--- src/rtl/des_expansion_pkg.sv ---
// DES expansion types, E-table and reference expansion function (package des_pkg).
package des_pkg;

    localparam int unsigned HALF_W = 32;
    localparam int unsigned EXP_W  = 48;

    typedef logic [HALF_W-1:0] half_block_t;
    typedef logic [EXP_W-1:0]  exp_block_t;
    typedef logic [EXP_W-1:0]  subkey_t;

    // Source bit (1-based, MSB-first) for each output bit 1..48
    localparam logic [5:0] E_TABLE [48] = '{
        6'd32, 6'd1,  6'd2,  6'd3,  6'd4,  6'd5,
        6'd4,  6'd5,  6'd6,  6'd7,  6'd8,  6'd9,
        6'd8,  6'd9,  6'd10, 6'd11, 6'd12, 6'd13,
        6'd12, 6'd13, 6'd14, 6'd15, 6'd16, 6'd17,
        6'd16, 6'd17, 6'd18, 6'd19, 6'd20, 6'd21,
        6'd20, 6'd21, 6'd22, 6'd23, 6'd24, 6'd25,
        6'd24, 6'd25, 6'd26, 6'd27, 6'd28, 6'd29,
        6'd28, 6'd29, 6'd30, 6'd31, 6'd32, 6'd1
    };

    // DES bit n (1-based MSB-first) lives at vector index 32-n
    function automatic exp_block_t des_expand(input half_block_t r);
        exp_block_t e;
        e = '0;
        for (int i = 0; i < 48; i++) begin
            e[6'(47 - i)] = r[5'(32 - int'(E_TABLE[6'(i)]))];
        end
        return e;
    endfunction

endpackage

--- src/rtl/des_expansion_map.sv ---
// Purely combinational DES E mapping: 32-bit half-block in, 48-bit expanded block out.
module des_expansion_map
    import des_pkg::*;
(
    input  logic [31:0] i_data,
    output logic [47:0] o_data
);

    // Fixed bit permutation, no arithmetic
    assign o_data = des_expand(i_data);

endmodule

--- src/rtl/des_expansion.sv ---
// Registered DES expansion permutation with valid/ready handshake.
// LATENCY (1 or 2) sets the number of register stages; the pipeline moves as one unit.
// Optional macro DES_EXPANSION_KEY_XOR_EN adds key_in, XORed into the expanded block.
module des_expansion
    import des_pkg::*;
#(
    parameter int LATENCY = 1
) (
    input  logic        clk,
    input  logic        n_rst,
    input  logic        in_valid,
    output logic        in_ready,
    input  logic [31:0] data_in,
    output logic        out_valid,
    input  logic        out_ready,
    output logic [47:0] data_out
`ifdef DES_EXPANSION_KEY_XOR_EN
    ,
    input  logic [47:0] key_in
`endif
);

    if (LATENCY != 1 && LATENCY != 2) begin : g_bad_latency
        $error("des_expansion: LATENCY must be 1 or 2");
    end

    logic       w_advance;
    exp_block_t w_map;
    exp_block_t w_cap;
    logic       w_out_valid;
    exp_block_t w_out_data;
    logic       r_v1;
    exp_block_t r_d1;

    des_expansion_map u_map (
        .i_data (data_in),
        .o_data (w_map)
    );

    // Key is folded in at capture so it travels with its half-block
`ifdef DES_EXPANSION_KEY_XOR_EN
    assign w_cap = w_map ^ key_in;
`else
    assign w_cap = w_map;
`endif

    // Whole pipeline advances unless the output is held by backpressure
    assign w_advance = !w_out_valid || out_ready;
    assign in_ready  = w_advance;

    // Stage 1: capture stage; data loads only for a valid incoming beat
    always_ff @(posedge clk) begin
        if (!n_rst) begin
            r_v1 <= 1'b0;
            r_d1 <= '0;
        end else if (w_advance) begin
            r_v1 <= in_valid;
            if (in_valid) begin
                r_d1 <= w_cap;
            end
        end
    end

    if (LATENCY == 2) begin : g_lat2
        logic       r_v2;
        exp_block_t r_d2;

        // Stage 2: follows stage 1 in lockstep; bubbles are not squeezed out
        always_ff @(posedge clk) begin
            if (!n_rst) begin
                r_v2 <= 1'b0;
                r_d2 <= '0;
            end else if (w_advance) begin
                r_v2 <= r_v1;
                if (r_v1) begin
                    r_d2 <= r_d1;
                end
            end
        end

        assign w_out_valid = r_v2;
        assign w_out_data  = r_d2;
    end else begin : g_lat1
        assign w_out_valid = r_v1;
        assign w_out_data  = r_d1;
    end

    assign out_valid = w_out_valid;
    assign data_out  = w_out_data;

endmodule

--- config.mk ---
export PLATFORM = sky130hd
export DESIGN_NAME = des_expansion
export DESIGN_NICKNAME = d
export VERILOG_FILES = /design/src/rtl/des_expansion_pkg.sv /design/src/rtl/des_expansion_map.sv /design/src/rtl/des_expansion.sv
export SDC_FILE = /design/constraint.sdc
export NUM_CORES = 1
export LEC_CHECK = 0
export ABC_CLOCK_PERIOD_IN_PS = 1200
export CAP_MARGIN = 20
export CORE_MARGIN = 3
export CORE_UTILIZATION = 42
export DETAILED_ROUTE_END_ITERATION = 8
export GPL_ROUTABILITY_DRIVEN = 0
export HOLD_SLACK_MARGIN = 0.05
export PLACE_DENSITY = 0.8
export SKIP_LAST_GASP = 1
export SLEW_MARGIN = 20
export SYNTH_ARGS = -nofsm -noshare
export SYNTH_HDL_FRONTEND = slang
export SYNTH_HIERARCHICAL = 1
export SYNTH_SLANG_ARGS = --single-unit
--- constraint.sdc ---
create_clock -name clk -period 1.2 [get_ports clk]
set_clock_uncertainty 0.1 [all_clocks]
set_input_delay 0.24 -clock clk [delete_from_list [all_inputs] [get_ports clk]]
set_output_delay 0.24 -clock clk [all_outputs]
set_load 0.02 [all_outputs]
==> results of run 1 <==
[flip-flops by register name, indices dropped and copies added (netlist names)]
signal	flops
out_valid	1
data_out	48
[cell type report]
class | instances | area (sq um)
Timing Repair Buffer | 69 | 543
Multi-Input combinational cell | 187 | 1020
Clock buffer | 8 | 111
Sequential cell | 49 | 985
Tap cell | 70 | 87.6
Fill cell | 518 | 2450
Inverter | 1 | 3.75
[cells in the mapped netlist (all sizes together)]
library cell  number  share of area [%]
nand2             96                 16
buf               55                 18
dfxtp             49                 42
mux2i             48                 21
clkbuf            10                1.7
a21boi             1               0.33
and2               1               0.27
conb               1               0.16
inv                1               0.16
nand2b             1               0.60
[worst paths after layout]
check | start | endpoint | slack (ps) | cells past startpoint
max | out_valid$_SDFFE_PN0P_ | data_out[2]$_SDFFE_PN0P_ | -30 | 5
max reg2reg | out_valid$_SDFFE_PN0P_ | data_out[2]$_SDFFE_PN0P_ | -30 | 5
min reg2reg | data_out[32]$_SDFFE_PN0P_ | data_out[32]$_SDFFE_PN0P_ | 360 | 2
min | out_ready | out_valid$_SDFFE_PN0P_ | 270 | 3
[per-stage QoR]
stage                     utilization, %  instance area, sq um  TNS [ps]
after CTS                           53.1                  2760      -640
after floorplan                        -                  2460     -3500
final                               52.9                  2760      -235
after global routing                52.9                  2760     -1500
after global placement              53.0                  2760    -20100
after detailed placement            53.0                  2760    -20930
[per-layer routing]
layer / global-route usage, % / share of wire, % / vias up
met1: 16.7 / 47 / 671
met4: 4.56 / 1.4 / 0
met3: 5.04 / 8.5 / 7
met2: 22.6 / 44 / 49
li1: - / - / 836
met5: 0 / 0 / -
[worst reg2reg max path, cell delays in order, from the launching register on]
cell,delay [ps]
dfxtp_4,370
nand2b_4,50
and2_4,190
buf_12,140
buf_16,140
mux2i_2,170
[cell families (layout without fill, tap and decap cells)]
logic type	Yosys count	count (layout)	share of synthesized area, %
buffers and inverters	66	78	19.8
AND/OR/NAND/NOR	98	98	16.5
other	1	40	0.162
flip-flops	49	49	42.5
multiplexers	48	48	20.8
AO/OA/AOI/OAI	1	1	0.325
[where the power goes]
part	internal (mW)	switching, mW	total [mW]
clock network	0.596	0.512	1.11
logic	0.288	0.374	0.662
registers	1.73	0.0528	1.79
total	2.62	0.938	3.56
[repair_timing]
item                                    in CTS  in global routing
gates resized for setup                    206                  7
pin swaps                                    0                  1
setup buffers                                3                  1
endpoints found under the setup margin      93                 45
gates cloned                                 3                  1
hold endpoints to repair                     0                  0
==> out/results.txt, run 1 <==
status: finished, violations left
violated checks: negative setup slack
YS warnings: 6
ant diodes: 0
Arrival @ worst endpoint: 1350 ps
Slew Viols, Final: 0
Total Power: 3.56 mW
Routed WL per cell: 10.7 um
DRT antenna net count: 0
WP buf/inv: 2
# hold bufs at CTS: 0
critical path fanouts, max: 8
routed via count: 1563
layout overhead on the synthesized area: 19.3%
DP Wirelength: 2630 um
worst vdd ir: 0.909 mV
H-Tree Depth: 2
Final Cycle Share: 103%
worst stage delay on the critical path: 370 ps
GRT Util Overall: 13.8%
Syn Area/Cell: 8.78 sq um
maximum clock frequency: 812 MHz
total CTS buffers: 5
Final #Nets: 349
grt ovf: 0
core box area: 0.00520 sq mm
DP Worst Slack: -544 ps
vias in the first global route: 1555
Critical-path top delay cell: dfxtp_4
Chip Width: 80.2 um
CTS Sinks: 49
Die ar.: 0.00642 sq mm
Tmin final: 1230 ps
Worst-path clk slew: 80 ps
worst setup path class: reg2reg
Seq/Total Area, Yosys: 42.5%
initial DRC count: 44
post-synthesis cell type count: 13
Yosys reg bits: 49
Gate Count Post-Synth: 263
total wire length: 4120 um
Final Hold Vio Count: 0
Power Dens Cells: 1290 mW/mm^2
commonest non-fill, non-tap cells in the layout: 96 x nand2_1, 48 x dfxtp_1, 47 x mux2i_1
initial antenna violation count: 0
CP required: 1320 ps
floorplan row count: 26
crit start category: flip-flop
Post-route DRC: 0
Die Span Y: 80.2 um
Final WS setup: -31.5 ps
max-cap violation count: 0
CTS tree: done
Max clock buf depth: 2
Boundary Pins: 86
WHS: 268 ps
Final Non-Filler Cells: 384
delay-heaviest family, CP: flip-flops
RSZ-0062 raised after global routing: true
latest clock arrival within the worst-skew pair: 290 ps
cells along the critical path: nand2b_4 -> and2_4 -> buf_12 -> buf_16 -> mux2i_2
Crit. End Element: flip-flop
first-pass GRT wire length: 6950 um
largest net degree at the start of global routing: 43
Final Setup Violations: 20
initial core utilization: 44.4%
layout cells sized above 1: 23.2%
Initial DRT Pass Iterations: 4
# placed instances: 370
HP Class: in2reg
clock root buffer: clkbuf_8
IO Port Bufs: 58
area of the mapped netlist: 0.00231 sq mm
commonest non-fill, non-tap cell in the layout: nand2_1
leak pwr: 1.41 nW
drt via density: 4.07
No activity file was read; power rests on OpenSTA's default activity.
==> run 2, diff against run 1 <==
--- a/config.mk
+++ b/config.mk
@@ -7,7 +7,7 @@
 export LEC_CHECK = 0
 export ABC_CLOCK_PERIOD_IN_PS = 1200
 export CAP_MARGIN = 20
-export CORE_MARGIN = 3
+export CORE_MARGIN = 2
 export CORE_UTILIZATION = 42
 export DETAILED_ROUTE_END_ITERATION = 8
 export GPL_ROUTABILITY_DRIVEN = 0
==> run 2 against run 1 <==
  * The flow now finishes without violations
  * Sequential share of layout area grew 0.75 points
  * Die area is 4.9% lower
  * Critical endpoint is now data_out[16]$_SDFFE_PN0P_
  * Combinational power is 4.2% lower
==> out/results.txt, run 2 (synthesis gave the netlist of run 1 again) <==
grt ovf: 0
Int Pwr: 2.42 mW
CTS Sinks: 49
RR Startpoint: out_valid$_SDFFE_PN0P_
status: complete, no violations
commonest non-fill, non-tap cell in the layout: nand2_1
HP Class: in2reg
layout cells sized above 1: 22.2%
total CTS buffers: 5
CP required: 1330 ps
Clk pwr share: 28.2%
Final Core Density: 51.9%
Die ar.: 0.00611 sq mm
Sw Pwr: 953 uW
Final Setup Violations: 0
Initial DRT Pass Iterations: 4
maximum clock frequency: 835 MHz
DP Wirelength: 2480 um
critical path fanouts, max: 5
core box area: 0.00520 sq mm
layout overhead on the synthesized area: 16.8%
delay-heaviest family, CP: flip-flops
hold depth: 3
power share of the combinational group: 18.8%
fillcell total: 519
initial DRC count: 39
DRT antenna net count: 0
largest net degree at the start of global routing: 49
latest clock arrival within the worst-skew pair: 300 ps
Chip Width: 78.2 um
routed via count: 1555
Power Dens Cells: 1250 mW/mm^2
Critical-path top delay cell: dfxtp_4
WP buf/inv: 1
Slew Viols, Final: 0
max FFs per register: 48
floorplan row count: 26
worst setup path class: reg2reg
vias in the first global route: 1352
Hold Path Sink: out_valid$_SDFFE_PN0P_
Die Span Y: 78.2 um
FF-to-FF End: data_out[16]$_SDFFE_PN0P_
Final Hold Vio Count: 0
Final Cycle Share: 99.8%
Routed WL per cell: 9.94 um
ant diodes: 0
RSZ-0062 raised after global routing: true
first-pass GRT wire length: 6090 um
initial core utilization: 44.4%
IO Port Bufs: 58
Post-route DRC: 0
crit start category: flip-flop
leak pwr: 1.38 nW
r2r setup slk: 3 ps
cells along the critical path: nand2b_4 -> and2_4 -> clkbuf_16 -> mux2i_1
# Post-CTS Setup Buffers: 0
drt via density: 4.08
Crit. End Element: flip-flop
worst vdd ir: 0.621 mV
Total Power: 3.37 mW
max-cap violation count: 0
CTS tree: done
Boundary Pins: 86
Tmin final: 1200 ps
Sequential Power Share: 53.0%
clock root buffer: clkbuf_8
initial antenna violation count: 0
Net Sw Frac: 28.3%
commonest non-fill, non-tap cells in the layout: 96 x nand2_1, 48 x mux2i_1, 48 x dfxtp_1
HP Start: out_ready
worst stage delay on the critical path: 360 ps
Arrival @ worst endpoint: 1320 ps
path depth of the worst reg2reg path: 4
Worst-path clk slew: 90 ps
total wire length: 3790 um
H-Tree Depth: 2
Final #Nets: 346
Max clock buf depth: 2
GRT Util Overall: 12.6%
==> run 2: cell count changes in the layout (fill, tap and decap cells not counted), sizes merged <==
| cell | before | now |
|---|---|---|
| buf | 61 | 57 |
| clkbuf | 9 | 8 |
| clkinvlp | 0 | 2 |
| dlygate4sd2 | 1 | 0 |
| dlymetal6s2s | 0 | 1 |
==> run 2: area by class of cell <==
| type | instances | area [sq um] | area share, % |
|---|---|---|---|
| Multi-Input combinational cell | 187 | 1020 | 37.8 |
| Inverter | 1 | 3.75 | 0.139 |
| Timing Repair Buffer | 66 | 514 | 19.1 |
| Tap cell | 70 | 87.6 | 3.25 |
| Clock inverter | 2 | 15.0 | 0.556 |
| Sequential cell | 49 | 985 | 36.5 |
| Clock buffer | 6 | 72.6 | 2.69 |
==> run 2: worst min-delay path: cells and delay by family <==
family	cells	cell delay, ps
and+or+nand+nor	1	130
AOI/OAI and AO/OA	1	70
buffers and inverters	1	80
==> run 2: power groups by stage <==
stage	sequential, mW	clock [mW]	combinational [mW]
finish	1.79	0.951	0.634
global route	1.80	1.08	0.692
CTS	1.79	0.999	0.606
detailed placement	1.83	0	0.688
global placement	1.82	0	0.680
floorplan	1.96	0	0.382
==> run 2: what timing repair did <==
action	in CTS	in global routing
cloned	1	2
endpoints found under the setup margin	98	43
gates resized for setup	203	9
hold buffers	0	0
==> run 2: stage by stage <==
stage | TNS (ps) | worst slack (ps) | hold WS (ps) | cell area [sq um] | cells
3_5_place_dp | -20520 | -544 | 345 | 2760 | 370
3_3_place_gp | -19920 | -548 | 341 | 2760 | 370
5_1_grt | -916 | -51.0 | 158 | 2700 | 381
6_report | 0 | 2.86 | 156 | 2700 | 381
4_1_cts | -1840 | -87.2 | 305 | 2630 | 379
2_1_floorplan | -3500 | -130 | 268 | 2460 | 302
==> run 2: worst max-delay path by stage <==
| stage | startpoint | endpoint | slack [ps] | cells after the start |
|---|---|---|---|---|
| after floorplan | out_valid$_SDFFE_PN0P_ | data_out[24]$_SDFFE_PN0P_ | -130 | 6 |
| after global placement | out_ready | in_ready | -550 | 3 |
| after detailed placement | out_ready | in_ready | -540 | 3 |
| after CTS | out_ready | in_ready | -90 | 3 |
| after global routing | out_valid$_SDFFE_PN0P_ | data_out[18]$_SDFFE_PN0P_ | -50 | 4 |
| final | out_valid$_SDFFE_PN0P_ | data_out[16]$_SDFFE_PN0P_ | 3 | 4 |
==> run 2: metal layers <==
metal  up-vias  global-route usage (%)  wire [um]
met5         -                       0          0
met4         0                    4.21         44
met3         5                    5.06        317
met2        48                    20.1       1590
met1       668                    15.4       1830
li1        834                       -          -
